File: src/rtl/adder_pkg.sv
// Shared types and helpers for the chunked multicycle adder.
package adder_pkg;

  typedef enum logic [1:0] {IDLE, RUN, DONE} adder_seq_state_e;

  // Counter width for n steps; a single-step sequence still needs one bit.
  function automatic int cnt_width(input int n);
    int w;
    w = $clog2(n);
    return (w < 1) ? 1 : w;
  endfunction

endpackage

File: src/rtl/adder_chunk.sv
// Combinational CHUNK-bit adder slice shared by every sequencing step.
module adder_chunk #(
  parameter int CHUNK = 8
) (
  input  logic [CHUNK-1:0] a,
  input  logic [CHUNK-1:0] b,
  input  logic             cin,
  output logic [CHUNK-1:0] s,
  output logic             cout
);

  assign {cout, s} = {1'b0, a} + {1'b0, b} + {{CHUNK{1'b0}}, cin};

endmodule

File: src/rtl/multicycle_adder_ctrl.sv
// Computes a WIDTH-bit a + b + cin by stepping one CHUNK-bit slice over
// WIDTH/CHUNK cycles, carrying between steps in a register.
//
// state | meaning
// ------+---------------------------------------------------------------
// IDLE  | ready for operands; s/cout hold the previous result
// RUN   | one chunk per cycle, low chunk first
// DONE  | result valid, waiting for the sink handshake
module multicycle_adder_ctrl
  import adder_pkg::*;
#(
  parameter int WIDTH = 32,
  parameter int CHUNK = 8
) (
  input  logic             clk,
  input  logic             rst,
  input  logic             in_valid,
  output logic             in_ready,
  input  logic [WIDTH-1:0] a,
  input  logic [WIDTH-1:0] b,
  input  logic             cin,
  output logic             out_valid,
  input  logic             out_ready,
  output logic [WIDTH-1:0] s,
  output logic             cout,
  output logic             busy
);

  localparam int NCHUNK = WIDTH / CHUNK;
  localparam int CW     = cnt_width(NCHUNK);
  localparam logic [CW-1:0] LAST = CW'(NCHUNK - 1);

  if (WIDTH % CHUNK != 0) begin : g_bad_chunk
    $error("multicycle_adder_ctrl: WIDTH must be a multiple of CHUNK");
  end

  adder_seq_state_e state_q, state_d;
  logic [WIDTH-1:0] a_q, a_d;
  logic [WIDTH-1:0] b_q, b_d;
  logic [WIDTH-1:0] s_q, s_d;
  logic             carry_q, carry_d;
  logic             cout_q, cout_d;
  logic [CW-1:0]    cnt_q, cnt_d;

  logic [CHUNK-1:0] slice_a, slice_b, slice_s;
  logic             slice_c;
  logic             accept;

  assign in_ready  = (state_q == IDLE) && !rst;
  assign out_valid = (state_q == DONE);
  assign busy      = (state_q != IDLE);
  assign s         = s_q;
  assign cout      = cout_q;
  assign accept    = in_valid && in_ready;

  // Select the operand chunks addressed by the step counter.
  always_comb begin
    slice_a = '0;
    slice_b = '0;
    for (int i = 0; i < NCHUNK; i++) begin
      if (int'(cnt_q) == i) begin
        slice_a = a_q[i*CHUNK +: CHUNK];
        slice_b = b_q[i*CHUNK +: CHUNK];
      end
    end
  end

  adder_chunk #(.CHUNK(CHUNK)) u_chunk (
    .a   (slice_a),
    .b   (slice_b),
    .cin (carry_q),
    .s   (slice_s),
    .cout(slice_c)
  );

  // Next-state and datapath update for the sequencer.
  always_comb begin
    state_d = state_q;
    a_d     = a_q;
    b_d     = b_q;
    s_d     = s_q;
    carry_d = carry_q;
    cout_d  = cout_q;
    cnt_d   = cnt_q;
    case (state_q)
      IDLE: begin
        if (accept) begin
          a_d     = a;
          b_d     = b;
          carry_d = cin;
          s_d     = '0;
          cnt_d   = '0;
          state_d = RUN;
        end
      end
      RUN: begin
        for (int i = 0; i < NCHUNK; i++) begin
          if (int'(cnt_q) == i) s_d[i*CHUNK +: CHUNK] = slice_s;
        end
        carry_d = slice_c;
        if (cnt_q == LAST) begin
          cout_d  = slice_c;
          state_d = DONE;
        end else begin
          cnt_d = cnt_q + CW'(1);
        end
      end
      DONE: begin
        if (out_ready) state_d = IDLE;
      end
      default: state_d = IDLE;
    endcase
  end

  // State and datapath registers; reset discards any in-flight operation.
  always_ff @(posedge clk) begin
    if (rst) begin
      state_q <= IDLE;
      a_q     <= '0;
      b_q     <= '0;
      s_q     <= '0;
      carry_q <= 1'b0;
      cout_q  <= 1'b0;
      cnt_q   <= '0;
    end else begin
      state_q <= state_d;
      a_q     <= a_d;
      b_q     <= b_d;
      s_q     <= s_d;
      carry_q <= carry_d;
      cout_q  <= cout_d;
      cnt_q   <= cnt_d;
    end
  end

endmodule

File: config.mk
export PLATFORM = sky130hd
export DESIGN_NAME = multicycle_adder_ctrl
export DESIGN_NICKNAME = d
export VERILOG_FILES = /design/src/rtl/adder_pkg.sv /design/src/rtl/adder_chunk.sv /design/src/rtl/multicycle_adder_ctrl.sv
export SDC_FILE = /design/constraint.sdc
export NUM_CORES = 1
export LEC_CHECK = 0
export CAP_MARGIN = 20
export CORE_MARGIN = 4
export CORE_UTILIZATION = 50
export CTS_BUF_LIST = sky130_fd_sc_hd__clkbuf_8 sky130_fd_sc_hd__clkbuf_16
export CTS_CLUSTER_SIZE = 40
export DETAILED_ROUTE_END_ITERATION = 10
export GPL_ROUTABILITY_DRIVEN = 0
export MAX_ROUTING_LAYER = met4
export PLACE_DENSITY_LB_ADDON = 0.2
export RECOVER_POWER = 50
export SYNTH_ARGS = -nofsm -noshare
export SYNTH_HDL_FRONTEND = slang
export SYNTH_SLANG_ARGS = --single-unit
File: constraint.sdc
create_clock -name clk -period 8.36 [get_ports clk]
set_input_delay 0.836 -clock clk [delete_from_list [all_inputs] [get_ports clk]]
set_output_delay 0.836 -clock clk [all_outputs]
set_load 0.005 [all_outputs]
Yosys cells after proc, flatten, opt, wreduce, memory -nomap -nowiden. Index checks and enable logic that the tools add are counted.

Flip-flop bits (word level): 102. Bits in latches: 0. Bits in writable memories: 0. ROM bits: 0. Input port bits: 69. Output and inout port bits: 36. Word-level logic and storage cells: 66. Memories kept: 0.

$add $sub $neg: 3. Multiply operators: 0. Div/mod/pow operators: 0. Magnitude comparators: 0. Equal/unequal tests: 14. Shifts and indexed selects: 0. Multiplexer cells: 23. Bitwise gates (word level): 0. Reductions and logical operators: 16.

Operators by type and width (number): 8-bit two-way mux (12); 32-bit one-hot mux with 2 select lines (1); 32-bit two-way mux (1); 3-bit AND reduction (6); 2-bit inequality test (second input constant) (7); 2-bit two-way mux (5); 8-bit by 8-bit adder with 9-bit output (1); 9-bit by 1-bit adder with 9-bit output (1); 2-bit == test (second input constant) (4); 2-bit one-hot mux with 3 select lines (1); 2-bit AND reduction (3); 2-bit by 1-bit == test with 1-bit output (second input constant) (2); 2-bit logical NOT (2); 2-bit one-hot mux with 2 select lines (1); 2-bit nonzero test (2); 2-bit by 1-bit adder with 2-bit output (second input constant) (1); 1-bit logical AND (2); 2-bit by 1-bit inequality test with 1-bit output (second input constant) (1); 1-bit one-hot mux with 2 select lines (1); 1-bit logical NOT (1); 1-bit two-way mux (1).

Depth between registers and ports, before layout. Gate-level depths: netlist of the first run.

Word-level depth: 9. Gate-level depth with buffers: 17. Mapped depth without buffers: 15.

By module. From an unflattened synthesis of the first run, not the netlist that was laid out.

Cell total of the unflattened synthesis: 564. Area total of the unflattened synthesis: 4698.3 um^2.

Modules (own cells, without submodules): multicycle_adder_ctrl (times used 1, cells each 524, area an instance 4366.7 um^2, seq. area each 2042.0 um^2); adder_chunk (times used 1, cells each 40, area an instance 331.6 um^2, seq. area each 0.0 um^2).

Least setup slack after synthesis of the first run. No wires, ideal clock.

Path type: register -> register. Start: register cnt_q[1]. End: register s_q[30], in the netlist s[30]. Library setup time: 122 ps. Arrival time: 3027 ps. Required time: 8238 ps. Slack: 5211 ps. Stages on the path, launching flop included: 18. Buffers on the path: 2. Period minus slack after synthesis: 3149 ps. Cell sequence: dfxtp_1 -> inv_1 -> ha_1 -> clkbuf_1 -> clkbuf_1 -> nand2_1 -> a21oi_1 -> a21oi_1 -> nor2_1 -> a21oi_1 -> fa_1 -> inv_1 -> fa_1 -> a21o_1 -> and4_4 -> a211oi_4 -> nor3_1 -> a311o_1.

Word-level cells in the longest chain between the ends: 9. Elaborated cells between the ends (all ways): 18. Classes of those cells: 2 x add/sub; 4 x eq/ne; 10 x mux; 2 x reduce/logical.

Ends and longest elaborated chain: start: declaration (line multicycle_adder_ctrl.sv:43) `logic [CW-1:0] cnt_q, cnt_d;`; start signal: assignment (line multicycle_adder_ctrl.sv:132) `cnt_q <= cnt_d;`; 2-bit logical NOT (line multicycle_adder_ctrl.sv:61) `if (int'(cnt_q) == i) begin`; 8-bit two-way mux (4 in a row) (line multicycle_adder_ctrl.sv:61); 8-bit by 8-bit adder with 9-bit output (line adder_chunk.sv:12) `assign {cout, s} = {1'b0, a} + {1'b0, b} + {{CHUNK{1'b0}}, cin};`; 9-bit by 1-bit adder with 9-bit output (line adder_chunk.sv:12); 8-bit two-way mux (line multicycle_adder_ctrl.sv:98) `if (int'(cnt_q) == i) s_d[i*CHUNK +: CHUNK] = slice_s;`; 32-bit one-hot mux with 2 select lines (line multicycle_adder_ctrl.sv:85) `case (state_q)`; end signal: assignment (line multicycle_adder_ctrl.sv:121) `s_q <= '0;`; end signal: assignment (line multicycle_adder_ctrl.sv:129) `s_q <= s_d;`; end: declaration (line multicycle_adder_ctrl.sv:40) `logic [WIDTH-1:0] s_q, s_d;`.

Several ways; a longest one is shown, not always the timed one. The select of a mux whose other input is x is not followed. A chain may end at the register's enable or synchronous reset.

Worst setup path in the final report of the first run.
Start: input rst. End: register b_q[31].

Word-level cells in the longest chain between the ends: 4.

Ends and longest elaborated chain: start: declaration (line multicycle_adder_ctrl.sv:16) `input logic rst,`; 1-bit logical NOT (line multicycle_adder_ctrl.sv:49) `assign in_ready = (state_q == IDLE) && !rst;`; 1-bit logical AND (line multicycle_adder_ctrl.sv:49); 1-bit logical AND (line multicycle_adder_ctrl.sv:54) `assign accept = in_valid && in_ready;`; 2-bit AND reduction (no source line); end signal: assignment (line multicycle_adder_ctrl.sv:120) `b_q <= '0;`; end signal: assignment (line multicycle_adder_ctrl.sv:128) `b_q <= b_d;`; end: declaration (line multicycle_adder_ctrl.sv:39) `logic [WIDTH-1:0] b_q, b_d;`.

Several ways; a longest one is shown, not always the timed one.

==> metrics.md, run 1 <==
| Metric | Value |
|---|---|
| Asr flop ratio synth | `0%` |
| Port bufs | `104` |
| Via density per instance | `5.524` |
| Largest net degree at the start of global routing | `138` |
| Core area | `8891 µm²` |
| Synthesized Nets | `697` |
| Final WL | `12.23 mm` |
| H-tree Lvls | `3` |
| Register share of total power | `48.8%` |
| PwrDens | `184.5 nW/µm²` |
| Crit start category | `input port` |
| Vias in the first global route | `4287` |
| Die width | `104.5 µm` |
| Final core area utilization | `66.35%` |
| Initial DRC count | `283` |
| Most frequent cells in the layout | `186 x nand2_1, 102 x dfxtp_1, 86 x o21ai_0` |
| Slew headroom | `-182.1%` |
| Number of buffers added for setup after CTS | `0` |
| # resized after CTS | `0` |
| Synth-to-Final Area Change | `26.71%` |
| Most common cell after layout, fill and taps aside | `nand2_1` |
| Clk_skew | `0.01451 ns` |
| Lkg Pwr | `2.239 nW` |
| Storage cell area | `2042 µm²` |
| CTS sink count | `102` |
| Layout Nets | `770` |
| RSZ-0062 raised after global routing | `no` |
| CTS clk-pin slew, worst paths | `0.09 ns` |
| Clock latency on the worst-skew pair | `0.37 ns` |
| Final-report max-slew violation count | `129` |
| Comb pwr share | `16.7%` |
| Vias | `4425` |
| Root Buffer | `clkbuf_8` |
| Num CTS Buffers | `9` |
| DR pass1 iterations | `4` |
| Worst-margin pin slew | `4.231 ns` |
| Yosys reg bits | `102` |
| Hold slack final | `0.4542 ns` |
| # hold bufs at CTS | `0` |
| Setup TNS | `0 ns` |
| Unique masters post-synth | `49` |
| Antenna-violating nets left | `0` |
| Area of the multi-input gates | `2359 µm²` |
| Share of layout cells above drive strength 1 | `4.040%` |
| YS warnings | `0` |
| Run status | `finished with violations` |
| Antenna violations before repair | `0` |
| Post-route minimum period | `5.461 ns` |
| GRT Util Overall | `22.99%` |
| DPL Wire Length | `8.467 mm` |
| Final Hold Fails | `0` |
| Cells after Synth | `615` |
| Cell Chain, Critical Path | `clkdlybuf4s50_1 > buf_4 > nor4b_1 > buf_4 > clkbuf_1 > o21ai_0` |
| Hold crit path type | `register to register` |
| Post-synthesis sequential area ratio | `43.86%` |
| Avg Synthesized Cell Area | `7.570 µm²` |
| Cell-internal power | `0.0008036 W` |
| WL per Instance | `15.27 µm` |
| Worst-path cell with the longest stage delay | `clkbuf_1` |
| Ant. Diodes | `0` |
| Syn Std Cell Area | `4656 µm²` |
| GRT overflow | `0` |
| Worst EP required | `8.42 ns` |
| Die Y-Extent | `104.5 µm` |
| First-pass GRT wire length | `20.14 mm` |
| EDFF count, synth | `0` |
| CP endpoint kind | `register` |
| Peak supply drop | `0.08736 mV` |
| I/O pin count | `105` |
| Crit path DAT | `5.52 ns` |
| Clock share of power | `34.5%` |
| Prevailing post-synth register cell | `dfxtp_1` |
| Most frequent CP cell | `buf_4` |
| Total Power | `0.001088 W` |
| CTS tree | `yes` |
| Core Rows | `34` |
| Final setup fails | `0` |
| Failing checks | `max-capacitance violations, max-slew violations` |
| Filler cell count | `755` |
| Die area | `10920 µm²` |
| Net switching fraction of the power | `26.16%` |
| Final period utilization | `65.32%` |
| # Max-Cap Violations | `1` |
| Initial cell density of the core | `52.36%` |
| Max FO, Critical Path | `128` |
| Switching power | `0.0002847 W` |
| Clock buffer depth | `2` |
| F_max | `183.1 MHz` |
| CP max stage delay | `2.96 ns` |
| Setup Crit Path Kind | `input port to register` |
| # DRC | `0` |
[flip-flops by register name, indices dropped and copies added, names as in the netlist]
signal / count
state_q: 2
cout: 1
b_q: 32
s: 32
cnt_q: 2
carry_q: 1
a_q: 32
[worst paths after layout]
kind                    from      end  slack [ns]  depth (start not counted)
setup / recovery         rst  b_q[31]        2.90                          6
hold / removal         s[24]    s[24]        0.45                          2
setup reg to reg  state_q[0]  b_q[31]        3.55                          4
hold reg to reg        s[24]    s[24]        0.45                          2
[cell usage after synthesis, drive strengths merged, types with 2 or more instances]
library cell    n  share of area [%]
nor2b           3               0.40
dfxtp         102                 44
or3             2               0.38
ha             11                3.0
o311ai          2               0.38
nand3          16                1.7
fa              2               0.86
o31ai           3               0.48
a211oi          5                1.1
xnor2           2               0.38
nand4           2               0.27
nor2           21                1.7
buf            24                2.7
a311o           2               0.43
nand2b          3               0.40
nor3            8               0.86
o21ai          87                9.4
clkbuf         25                2.0
and4            3               0.62
nand3b         17                2.7
inv             7               0.56
a32o            3               0.65
a21o            4               0.65
o21a            2               0.32
nand2         186                 15
a21oi          60                6.4
[kinds of logic after synthesis]
family | after synthesis | synth area share [%]
and+or+nand+nor | 267 | 25.34
AOI/OAI and AO/OA | 174 | 21.04
DFF | 102 | 43.86
buffers and inverters | 56 | 5.348
adders and majority gates | 13 | 3.816
xor gates and xnor gates | 2 | 0.3763
muxes | 1 | 0.2150
[per-stage QoR]
stage	cell area, µm²	worst slack (ns)	cells
5_1_grt	5899	2.241	801
3_5_place_dp	5663	4.783	784
3_3_place_gp	5663	4.813	784
6_report	5899	2.899	801
4_1_cts	5911	4.760	800
2_1_floorplan	4656	5.211	615
[worst max-delay path, delay by kind of cell]
family	cells	cell delay (ns)
buffers and inverters	4	3.84
and+or+nand+nor	1	0.28
AOI/OAI and AO/OA	1	0.48
[layer usage]
layer  wire (µm)  vias up  share of wire [%]  GRT usage, %
li1            -     2226                  -             -
met1        5462     2015                 45         29.11
met2        5794      157                 47         36.21
met3         676       27                5.5         3.538
met4         298        0                2.4         10.54
met5           0        -                  0             -
[cell type report]
cell class              count  area share (%)
clock inverters             6           1.866
clock buffers              10           2.333
multi-input cells         457           39.98
repair buffers            111           18.47
well taps                 108           2.291
flip-flops and latches    102           34.61
inverters                   7          0.4454
[power groups by stage]
stage / clock [W] / sequential, W / combinational (W)
after global placement: 0 / 0.000541 / 0.000175
after floorplan: 0 / 0.000537 / 0.000112
after CTS: 0.000378 / 0.000531 / 0.000180
after detailed placement: 0 / 0.000542 / 0.000179
final: 0.000375 / 0.000531 / 0.000182
after global routing: 0.000397 / 0.000535 / 0.000204
Note: power is estimated with default switching activity, not from simulation.
==> inputs of run 2 (changes only) <==
CORE_UTILIZATION = 45   (was 50)
clock period = 4.5 ns   (was 8.36 ns; I/O delays follow)
==> run 2 against run 1 <==
The flow finishes with violations (max-capacitance violations). Core utilization decreased by 7.1 points. Count of clock-buffer cells in the layout decreased by 1. Cell area decreased by 0.49%. Worst setup slack got worse by 2.1 ns. Global-route usage decreased by 1.2 points. Critical path depth increased by 6. Final cell count increased by 3.1%. Die area increased by 10%. Sequential share of layout area increased by 0.17 points. Clock skew increased by 0.0019 ns. Largest cell class unchanged.
==> metrics.md, run 2 (same netlist as run 1, synthesis figures left out) <==
| Metric | Value |
|---|---|
| GRT Util Overall | `21.76%` |
| Initial cell density of the core | `46.98%` |
| F_max | `270.9 MHz` |
| Initial DRC count | `209` |
| Vias in the first global route | `4064` |
| Clock buffer depth | `2` |
| Worst-path cell with the longest stage delay | `a2111oi_2` |
| Run status | `finished with violations` |
| Critical path depth | `12` |
| RSZ-0062 raised after global routing | `no` |
| Synth-to-Final Area Change | `26.10%` |
| Buf+Inv Stages, Crit Path | `2` |
| PwrDens | `318.2 nW/µm²` |
| Slew headroom | `0.7111%` |
| Core Rows | `36` |
| Max FO, Critical Path | `22` |
| Hold slack final | `0.4571 ns` |
| Lkg Pwr | `2.221 nW` |
| Failing checks | `max-capacitance violations` |
| Final-report max-slew violation count | `0` |
| DR pass1 iterations | `5` |
| Number of buffers added for setup after CTS | `0` |
| H-tree Lvls | `3` |
| # resized after CTS | `0` |
| Post-route minimum period | `3.691 ns` |
| # Max-Cap Violations | `1` |
| CTS tree | `yes` |
| Via density per instance | `5.246` |
| Core area | `9910 µm²` |
| Antenna-violating nets left | `0` |
| Largest net degree at the start of global routing | `79` |
| CTS sink count | `102` |
| # DRC | `0` |
| Crit start category | `register` |
| Final setup fails | `0` |
| CTS clk-pin slew, worst paths | `0.10 ns` |
| Critical R2R Capture | `s[15]` |
| Num CTS Buffers | `9` |
| Ant. Diodes | `0` |
| First-pass GRT wire length | `20.00 mm` |
| # hold bufs at CTS | `0` |
| Final WL | `12.19 mm` |
| Die width | `109.7 µm` |
| CP top delay family | `compound AO/OA/AOI/OAI gates` |
| R2r worst-path depth | `12` |
| DPL Wire Length | `9.222 mm` |
| Final Hold Fails | `0` |
| Peak supply drop | `0.1801 mV` |
| CP max stage delay | `0.55 ns` |
| Worst-margin pin slew | `1.469 ns` |
| Crit path DAT | `3.93 ns` |
| CP Capture Point | `s[15]` |
| Layout Nets | `770` |
| I/O pin count | `105` |
| Worst EP required | `4.74 ns` |
| WL per Instance | `14.75 µm` |
| CP endpoint kind | `register` |
| Vias | `4333` |
| Port bufs | `104` |
| Hold depth | `2` |
| Die Y-Extent | `109.7 µm` |
| Most common cell after layout, fill and taps aside | `nand2_1` |
| Cell Chain, Critical Path | `inv_1 > ha_1 > buf_4 > nand3b_1 > a21oi_1 > a21oi_1 > o21ai_0 > ha_1 > a21o_1 > and4b_1 > a2111oi_2 > o31ai_1` |
| Setup Crit Path Kind | `register to register` |
| Clk_skew | `0.01636 ns` |
| Root Buffer | `clkbuf_8` |
| Most frequent cells in the layout | `186 x nand2_1, 102 x dfxtp_1, 86 x o21ai_0` |
| FF-to-FF Start | `cnt_q[1]` |
| GRT overflow | `0` |
| Setup TNS | `0 ns` |
| Crit. Startpoint | `cnt_q[1]` |
| Final period utilization | `82.03%` |
| Hold crit path type | `register to register` |
| Share of layout cells above drive strength 1 | `4.185%` |
| R2R Setup Slk | `0.81 ns` |
| Clock latency on the worst-skew pair | `0.36 ns` |
| Die area | `12040 µm²` |
| Antenna violations before repair | `0` |
==> run 2: changes by cell type in the layout (fill, tap and decap cells not counted), moves of 2 or more <==
cell	change
bufinv_16	-3
clkinv_2	+2
clkdlybuf4s50_1	-4
clkbuf_2	+2
buf_4	-3
dlygate4sd3_1	+4
inv_6	+2
==> run 2: tightest hold or removal path: stages (launching register included) <==
cell and delay, ns:
dfxtp_1 0.32, nand2_1 0.05, a21oi_1 0.05
==> run 2: cell type report <==
cell class / count / area [µm²]
Clock buffer: 9 / 123.9
Clock inverter: 7 / 56.30
Fill cell: 919 / 4039
Inverter: 7 / 26.28
Multi-Input combinational cell: 457 / 2359
Sequential cell: 102 / 2042
Tap cell: 133 / 166.4
Timing Repair Buffer: 111 / 1097
==> run 2: metal layers <==
metal  global-route usage (%)  vias up  part of all wire [%]
met5                        -        -                     0
met4                    8.014        0                   2.7
met3                    3.288       25                   5.9
met2                    34.31      158                    46
met1                    28.41     1925                    45
li1                         -     2225                     -
==> run 2: stage by stage <==
step           instance area, µm²  worst slack [ns]  total power [W]  cells  util (%)
2_1_floorplan                4656             1.351         0.001207    615         -
3_3_place_gp                 5694             1.005         0.001334    809     57.46
3_5_place_dp                 5714            0.8459         0.001346    810     57.66
4_1_cts                      5894            0.8278         0.001876    826     59.48
5_1_grt                      5871            0.4559         0.001961    826     59.24
6_report                     5871            0.8086         0.001868    826     59.24
==> run 2: worst min-delay path by stage <==
stage,from,to,slack [ns]
2_1_floorplan,a_q[0],a_q[0],0.44
3_3_place_gp,s[17],s[17],0.44
3_5_place_dp,s[24],s[24],0.45
4_1_cts,s[24],s[24],0.46
5_1_grt,s[29],s[29],0.48
6_report,s[10],s[10],0.46
==> run 2: report_power, final <==
| group | switching (W) | total [W] | internal [W] |
|---|---|---|---|
| Combinational | 0.000184 | 0.000333 | 0.000149 |
| Clock | 0.000336 | 0.000546 | 0.000210 |
| Sequential | 0.0000332 | 0.000989 | 0.000956 |
| Total | 0.000553 | 0.00187 | 0.00131 |
